File: config.mk
export PLATFORM = sky130hd
export DESIGN_NAME = mux2_rr_arbiter
export DESIGN_NICKNAME = d
export VERILOG_FILES = /design/src/rtl/mux2_rr_arbiter_pkg.sv /design/src/rtl/mux2_rr_arbiter_mux_2to1.sv /design/src/rtl/mux2_rr_arbiter.sv
export SDC_FILE = /design/constraint.sdc
export NUM_CORES = 1
export LEC_CHECK = 0
export CELL_PAD_IN_SITES_DETAIL_PLACEMENT = 0
export CELL_PAD_IN_SITES_GLOBAL_PLACEMENT = 1
export CORE_ASPECT_RATIO = 1.2
export CORE_UTILIZATION = 33
export DETAILED_ROUTE_END_ITERATION = 10
export GPL_ROUTABILITY_DRIVEN = 0
export PLACE_DENSITY = 0.86
export SLEW_MARGIN = 20
export SYNTH_ARGS = -nofsm -noshare
export SYNTH_HDL_FRONTEND = slang
export SYNTH_SLANG_ARGS = --single-unit
File: constraint.sdc
create_clock -name clk -period 3.1 [get_ports clk]
set_clock_uncertainty 0.2 [all_clocks]
set_input_delay 0.31 -clock clk [delete_from_list [all_inputs] [get_ports clk]]
set_output_delay 0.31 -clock clk [all_outputs]
set_load 0.005 [all_outputs]
File: src/rtl/mux2_rr_arbiter_pkg.sv
// Shared encodings for the two-requester round-robin mux arbiter.
package mux2_rr_arbiter_pkg;

    typedef enum logic [1:0] {
        IDLE  = 2'd0,
        GNT_A = 2'd1,
        GNT_B = 2'd2
    } state_t;

    localparam logic SEL_A = 1'b0;
    localparam logic SEL_B = 1'b1;

endpackage

File: src/rtl/mux2_rr_arbiter_mux_2to1.sv
// Existing single-bit 2-to-1 mux: y follows a when sel = 0, b when sel = 1.
module mux_2to1 (
    output logic y,
    input  logic a,
    input  logic b,
    input  logic sel
);

    assign y = sel ? b : a;

endmodule

File: src/rtl/mux2_rr_arbiter.sv
// Round-robin burst arbiter for two requesters sharing one 2-to-1 mux datapath,
// with optional beat-count pre-emption when the other side is waiting.
module mux2_rr_arbiter
    import mux2_rr_arbiter_pkg::*;
#(
    parameter int WIDTH    = 8,
    parameter int MAX_HOLD = 8
) (
    input  logic             clk,
    input  logic             rst_n,
    input  logic             req_a,
    input  logic             last_a,
    input  logic [WIDTH-1:0] a,
    input  logic             req_b,
    input  logic             last_b,
    input  logic [WIDTH-1:0] b,
    output logic             gnt_a,
    output logic             gnt_b,
    output logic             sel,
    output logic [WIDTH-1:0] y,
    output logic             valid
);

    localparam int CW = $clog2(MAX_HOLD + 2);

    state_t        state;
    state_t        state_nxt;
    logic [CW-1:0] hold_cnt;
    logic [CW-1:0] hold_nxt;
    logic          prio;
    logic          prio_nxt;
    logic          own_req;
    logic          own_last;
    logic          oth_req;
    logic          cap_hit;
    logic          rel;

    always_comb begin
        own_req  = (state == GNT_B) ? req_b  : req_a;
        own_last = (state == GNT_B) ? last_b : last_a;
        oth_req  = (state == GNT_B) ? req_a  : req_b;
        cap_hit  = 1'b0;
        // hold_cnt saturates at MAX_HOLD, so >= still fires if the other side shows up late
        if (MAX_HOLD != 0)
            cap_hit = own_req && oth_req && (int'(hold_cnt) + 1 >= MAX_HOLD);
        rel = (own_req && own_last) || !own_req || cap_hit;
    end

    always_comb begin
        state_nxt = state;
        hold_nxt  = hold_cnt;
        prio_nxt  = prio;
        case (state)
            IDLE: begin
                hold_nxt = '0;
                if (req_a && req_b)
                    state_nxt = (prio == SEL_B) ? GNT_B : GNT_A;
                else if (req_a)
                    state_nxt = GNT_A;
                else if (req_b)
                    state_nxt = GNT_B;
            end
            GNT_A, GNT_B: begin
                if (rel) begin
                    hold_nxt = '0;
                    prio_nxt = (state == GNT_A) ? SEL_B : SEL_A;
                    if (oth_req)
                        state_nxt = (state == GNT_A) ? GNT_B : GNT_A;
                    else if (own_req)
                        state_nxt = state;
                    else
                        state_nxt = IDLE;
                end else if (hold_cnt != CW'(MAX_HOLD)) begin
                    hold_nxt = hold_cnt + CW'(1);
                end
            end
            default: state_nxt = IDLE;
        endcase
    end

    always_ff @(posedge clk or negedge rst_n) begin
        if (!rst_n) begin
            state    <= IDLE;
            gnt_a    <= 1'b0;
            gnt_b    <= 1'b0;
            sel      <= SEL_A;
            hold_cnt <= '0;
            prio     <= SEL_A;
        end else begin
            state    <= state_nxt;
            gnt_a    <= (state_nxt == GNT_A);
            gnt_b    <= (state_nxt == GNT_B);
            hold_cnt <= hold_nxt;
            prio     <= prio_nxt;
            if (state_nxt == GNT_A)
                sel <= SEL_A;
            else if (state_nxt == GNT_B)
                sel <= SEL_B;
        end
    end

    assign valid = (gnt_a && req_a) || (gnt_b && req_b);

    for (genvar i = 0; i < WIDTH; i++) begin : g_mux
        mux_2to1 u_mux (
            .y   (y[i]),
            .a   (a[i]),
            .b   (b[i]),
            .sel (sel)
        );
    end

endmodule
==> results of run 1 <==
## metal layers
| layer | wire, um | share of wire (%) |
|---|---|---|
| met5 | 0 | 0 |
| met4 | 14 | 0.61 |
| met3 | 74 | 3.2 |
| met2 | 1261 | 55 |
| met1 | 944 | 41 |
## logic make-up (layout without fill, tap and decap cells)
family / Yosys count / count (layout) / share of synthesized area [%]
DFF: 10 / 10 / 25.16
and+or+nand+nor: 26 / 26 / 16.48
xor gates and xnor gates: 2 / 2 / 1.761
buffers and inverters: 19 / 43 / 10.69
AOI/OAI and AO/OA: 26 / 26 / 23.27
muxes: 10 / 10 / 11.32
adders and majority gates: 9 / 9 / 11.32
## flip-flops by register name, indices dropped and copies added, names as in the netlist
signal	flops
gnt_b	1
state	2
sel	1
prio	1
hold_cnt	4
gnt_a	1
## critical path: stages, from the launching register on
cell and delay, ps:
dfrtp_1 430, inv_1 100, ha_1 320, mux2_2 370, a21oi_1 150, nor2_1 80, a221oi_1 470, ha_1 220
o21ai_0 80
## final timing paths
check,end,cells past startpoint
min in group clk,prio$_DFFE_PN0P_,2
worst min register to register,prio$_DFFE_PN0P_,2
worst max-delay path,sel$_DFFE_PN0P_,8
worst min-delay path,prio$_DFFE_PN0P_,1
worst max register to register,sel$_DFFE_PN0P_,8
max in group asynchronous,hold_cnt[1]$_DFFE_PN0P_,1
## layout make-up
class,instances,area (um^2),share of cell area (%)
timing repair buffer,33,330.3,25.21
inverter,7,26.28,2.006
tap,34,42.54,3.247
clock buffer,3,22.52,1.719
multi-input combinational,73,638.1,48.71
sequential,10,250.2,19.10
## stage by stage
| step | power [uW] | utilization, % | hold slack, ps | instances | worst slack, ps |
|---|---|---|---|---|---|
| 2_1_floorplan | 646.6 | - | -185.6 | 102 | 768.8 |
| 3_3_place_gp | 805.7 | 45.37 | 380.9 | 157 | 467.7 |
| 3_5_place_dp | 821.7 | 45.37 | 384.3 | 157 | 393.6 |
| 4_1_cts | 915.9 | 46.16 | 185.1 | 160 | 566.3 |
| 5_1_grt | 992.4 | 46.16 | 212.7 | 160 | 373.7 |
| 6_report | 908.6 | 46.16 | 168.3 | 160 | 565.5 |
## report_power, final
group	internal [uW]	switching, uW	leakage (uW)
Sequential	175	56.3	0.000131
Combinational	313	272	0.000376
Clock	44.8	47.4	0.0000138
## placed cells by master (no fill, tap or decap), types with 2 or more instances in the layout
cell type,n
nor2_1,3
o21ai_0,3
dfrtp_1,10
mux2_2,10
nand2b_1,5
inv_1,7
clkdlybuf4s50_1,33
o32ai_1,3
a21oi_1,2
nor2b_1,3
clkbuf_4,3
nand2_1,6
o211ai_2,2
xnor2_1,2
ha_1,9
nor4b_2,2
a31o_2,2
nand3_1,2
and2b_2,2
==> impl_metrics.env, run 1 <==
export IMPL_die_x_um=52.12
export IMPL_vias=846
export IMPL_cts_tree="yes"
export IMPL_port_buffers=33
export IMPL_syn_nets=133
export IMPL_die_h_um=62.14
export IMPL_cp_start_kind="flip-flop"
export IMPL_synth_yosys_seq_area_share_pct=25.16
export IMPL_grt_pass1_vias=874
export IMPL_clock_latency_ps=260
export IMPL_syn_inst=102
export IMPL_viasPerCell=5.288
export IMPL_drtAntennaViolNets=0
export IMPL_cts_setup_buffers=0
export IMPL_grt_use_met3_pct=2.206
export IMPL_worstSetupEndpointType="flip-flop"
export IMPL_synth_warnings=0
export IMPL_power_leakage_uw=0.0005212
export IMPL_nFillCells=283
export IMPL_crit_type="reg -> reg"
export IMPL_global_route_usage_met1_pct=17.51
export IMPL_grt_setup_unrepaired="false"
export IMPL_rr_startpoint="state[0]$_DFF_PN0_"
export IMPL_firstDrtPassIters=4
export IMPL_required_ps=3050
export IMPL_cap_violations=0
export IMPL_crit_path_max_fanout=7
export IMPL_period_share_pct=81.76
export IMPL_min_period_ps=2534
export IMPL_finalNetCount=159
export IMPL_cts_sinks=10
export IMPL_synth_common_cells="10 x dfrtp_1, 10 x mux2_2, 9 x buf_4, 9 x ha_1, 7 x inv_1"
export IMPL_grtUsageMet2_pct=29.65
export IMPL_yosys_top_cells_area="dfrtp_1 25%, ha_1 11%, mux2_2 11%, buf_4 6.8%, nand2b_1 3.1%"
export IMPL_rows=21
export IMPL_grt_max_degree=13
export IMPL_hpwl_mm=1.811
export IMPL_top_usage_layer="met2"
export IMPL_synth_edff_count=0
export IMPL_grt_antenna_before_repair=0
export IMPL_placed_cell_area_um2=1287
export IMPL_max_slew_margin_rel_pct=66.94
export IMPL_overflow=0
export IMPL_fmax_ghz=0.3946
export IMPL_tightestPinTransition_ps=495.9
export IMPL_cts_made_buffers=3
export IMPL_cp_data_arrival_time_ps=2480
export IMPL_grt_pass1_wl_mm=3.850
export IMPL_first_iter_violations=6
export IMPL_pin_count=34
export IMPL_cts_resized=0
export IMPL_gr_usage_all_layers_pct=15.61
export IMPL_clk_pin_slew_ps=70
export IMPL_synth_area_per_cell_um2=9.752
export IMPL_synth_top_cell_area_share_pct=25.16
export IMPL_critPathLaunch="state[0]$_DFF_PN0_"
export IMPL_drive_gt1_share_pct=19.05
export IMPL_n_antenna_cell=0
export IMPL_syn2layout_area_growth_pct=31.70
export IMPL_synth_top_area_cell="dfrtp_1"
export IMPL_synth_area_um2=994.7
export IMPL_cts_root_buf="clkbuf_4"
export IMPL_synthDistinctLibCells=37
export IMPL_cts_htree_levels=1
export IMPL_status="completed"
export IMPL_drv_slew=0
export IMPL_die_area_um2=3239
export IMPL_finalHoldViolations=0
export IMPL_drc=0
export IMPL_routed_wl_mm=2.294
export IMPL_start_util_pct=35.05
export IMPL_setup_viol=0
export IMPL_synth_seq_cells=10
export IMPL_clk_path_buf_depth=2
export IMPL_dominantRegCellSynth="dfrtp_1"
export IMPL_reg2reg_slack_ps=570
export IMPL_cts_hold_buf=0
export IMPL_wl_per_cell_um=14.34
export IMPL_coreArea_um2=2838
export IMPL_ir_drop_mv=0.3149
export IMPL_setup_tns_ps=0
export IMPL_powerDensity_nw_per_um2=693.6
export IMPL_async_flop_share_pct=100.0
export IMPL_final_cell_area_um2=1310
export IMPL_hold_class="in -> async"
(Power assumes the default switching activity.)
==> run 2, diff against run 1 <==
==> constraint.sdc (replaced) <==
create_clock -name clk -period 2.4 [get_ports clk]
set_clock_uncertainty 0.2 [all_clocks]
set_input_delay 0.24 -clock clk [delete_from_list [all_inputs] [get_ports clk]]
set_output_delay 0.24 -clock clk [all_outputs]
set_load 0.005 [all_outputs]
==> run 2 against run 1 <==
Highest routed layer unchanged. Critical path depth unchanged. Via count increased by 7.8%. Critical endpoint unchanged. Cell count increased by 8.1%.
==> impl_metrics.env, run 2 (same netlist as run 1, synthesis figures left out) <==
export IMPL_status="completed"
export IMPL_global_route_usage_met1_pct=17.67
export IMPL_reg_top3="hold_cnt x4, state x2"
export IMPL_grtUsageMet2_pct=27.88
export IMPL_finalNetCount=171
export IMPL_cts_made_buffers=3
export IMPL_crit_type="reg -> reg"
export IMPL_nFillCells=258
export IMPL_grt_antenna_before_repair=0
export IMPL_n_antenna_cell=0
export IMPL_hold_class="in -> async"
export IMPL_layout_commonest_cell="clkdlybuf4s50_1"
export IMPL_cts_tree="yes"
export IMPL_cts_htree_levels=1
export IMPL_cts_root_buf="clkbuf_4"
export IMPL_largest_register="hold_cnt"
export IMPL_wl_per_cell_um=13.71
export IMPL_cp_data_arrival_time_ps=2230
export IMPL_power_frac_comb_pct=67.3
export IMPL_drtAntennaViolNets=0
export IMPL_final_cell_area_um2=1463
export IMPL_clock_latency_ps=270
export IMPL_die_x_um=52.12
export IMPL_power_internal_uw=824.3
export IMPL_finalHoldViolations=0
export IMPL_setup_tns_ps=0
export IMPL_crit_slowest_cell="dfrtp_1"
export IMPL_pin_count=34
export IMPL_cts_sinks=10
export IMPL_switchingPower_uw=539.6
export IMPL_vias=912
export IMPL_die_h_um=62.14
export IMPL_max_slew_margin_rel_pct=69.97
export IMPL_powerDensity_nw_per_um2=932.5
export IMPL_cts_hold_buf=0
export IMPL_crit_path_max_fanout=3
export IMPL_grt_pass1_vias=863
export IMPL_firstDrtPassIters=2
export IMPL_placed_cell_area_um2=1370
export IMPL_pwr_share_clk_pct=11.2
export IMPL_grt_max_degree=11
export IMPL_cap_violations=0
export IMPL_grt_use_met3_pct=4.412
export IMPL_die_area_um2=3239
export IMPL_start_util_pct=35.05
export IMPL_port_buffers=33
export IMPL_syn2layout_area_growth_pct=47.04
export IMPL_overflow=0
export IMPL_grt_pass1_wl_mm=3.864
export IMPL_largest_register_ffs=4
export IMPL_required_ps=2340
export IMPL_setup_viol=0
export IMPL_switching_share_pct=39.56
export IMPL_worstSetupEndpointType="flip-flop"
export IMPL_clk_pin_slew_ps=70
export IMPL_first_iter_violations=9
export IMPL_drv_slew=0
export IMPL_seqPwrFrac_pct=21.5
export IMPL_routed_wl_mm=2.371
export IMPL_coreArea_um2=2838
export IMPL_cp_common_cell="ha_1"
export IMPL_clk_path_buf_depth=2
export IMPL_ir_drop_mv=0.4695
export IMPL_path_cells="ha_1 -> nand2b_2 -> o211ai_2 -> a32oi_2 -> a221o_1 -> ha_1 -> nand2_1 -> o21ai_0"
export IMPL_period_share_pct=95.47
export IMPL_r2r_end="sel$_DFFE_PN0P_"
export IMPL_power_leakage_uw=0.0005918
export IMPL_cp_start_kind="flip-flop"
export IMPL_drive_gt1_share_pct=32.37
export IMPL_fmax_ghz=0.4364
export IMPL_gr_usage_all_layers_pct=15.41
export IMPL_final_cell_mix="33 x clkdlybuf4s50_1, 12 x buf_4, 10 x mux2_2"
export IMPL_drc=0
export IMPL_tightestPinTransition_ps=449.1
export IMPL_rows=21
export IMPL_top_usage_layer="met2"
export IMPL_reg2regPathDepth=8
export IMPL_cp_slowest_stage_delay_ps=380
export IMPL_hpwl_mm=1.845
export IMPL_min_period_ps=2291
export IMPL_reg2reg_slack_ps=110
export IMPL_rr_startpoint="hold_cnt[0]$_DFFE_PN0P_"
export IMPL_viasPerCell=5.272
==> run 2: cell types whose count changed in the layout (fill, tap and decap cells not counted), moves of 2 or more <==
| cell | previous run | this run |
|---|---|---|
| a21oi_1 | 2 | 0 |
| a21oi_2 | 0 | 2 |
| buf_4 | 0 | 12 |
| nand2b_1 | 5 | 3 |
==> run 2: how the worst max path moves through the flow <==
stage                       startpoint               to  depth (start not counted)
5_1_grt        hold_cnt[0]$_DFFE_PN0P_  sel$_DFFE_PN0P_                          8
2_1_floorplan       state[0]$_DFF_PN0_  sel$_DFFE_PN0P_                          9
4_1_cts             state[0]$_DFF_PN0_  sel$_DFFE_PN0P_                         10
6_report       hold_cnt[0]$_DFFE_PN0P_  sel$_DFFE_PN0P_                          8
3_3_place_gp                     req_b  sel$_DFFE_PN0P_                          9
3_5_place_dp                     req_b  sel$_DFFE_PN0P_                          8
==> run 2: metal layers <==
| layer | vias up | wire length [um] |
|---|---|---|
| li1 | 447 | - |
| met1 | 440 | 976 |
| met2 | 23 | 1293 |
| met3 | 2 | 94 |
| met4 | 0 | 6 |
| met5 | - | 0 |
==> run 2: through the flow <==
stage | power [uW] | util [%] | worst slack (ps) | hold WS, ps | instances
floorplan | 835.2 | - | 68.79 | -255.6 | 102
global placement | 1130 | 48.28 | 28.51 | 362.9 | 168
detailed placement | 1153 | 48.28 | -34.51 | 373.2 | 168
CTS | 1313 | 49.56 | 32.26 | 80.00 | 172
global route | 1483 | 51.54 | -4.453 | 111.7 | 173
finish | 1364 | 51.54 | 108.7 | 73.48 | 173
==> run 2: final cells by class <==
class                   count  area [um^2]  share of cell area [%]
repair buffers             45        420.4                   28.74
clock buffers               4        36.28                   2.481
flip-flops and latches     10        251.5                   17.19
inverters                   7        26.28                   1.796
multi-input cells          73        685.7                   46.88
well taps                  34        42.54                   2.908
==> run 2: timing repair <==
| action | 4_1_cts | 5_1_grt |
|---|---|---|
| buffers inserted | 0 | 1 |
| endpoints found under the setup margin | 0 | 1 |
| gates resized for setup | 0 | 10 |
==> run 2: worst max-delay path: cells and delay by family (launching register included) <==
family	cells	cell delay (ps)
AOI/OAI and AO/OA	4	790
adders and majority gates	2	520
DFF	1	380
and+or+nand+nor	2	280
==> run 2: power groups by stage <==
| stage | sequential [uW] | combinational [uW] | clock, uW |
|---|---|---|---|
| 2_1_floorplan | 271 | 565 | 0 |
| 3_3_place_gp | 289 | 841 | 0 |
| 3_5_place_dp | 290 | 862 | 0 |
| 4_1_cts | 288 | 867 | 158 |
| 5_1_grt | 302 | 1010 | 170 |
| 6_report | 293 | 918 | 153 |
==> run 3, diff against run 2 <==
--- a/config.mk
+++ b/config.mk
@@ -5,6 +5,7 @@
 export SDC_FILE = /design/constraint.sdc
 export NUM_CORES = 1
 export LEC_CHECK = 0
+export CAP_MARGIN = 30
 export CELL_PAD_IN_SITES_DETAIL_PLACEMENT = 0
 export CELL_PAD_IN_SITES_GLOBAL_PLACEMENT = 1
 export CORE_ASPECT_RATIO = 1.2
==> results of run 3 <==
The final DEF is identical to that of run 2; final timing and power are the same.
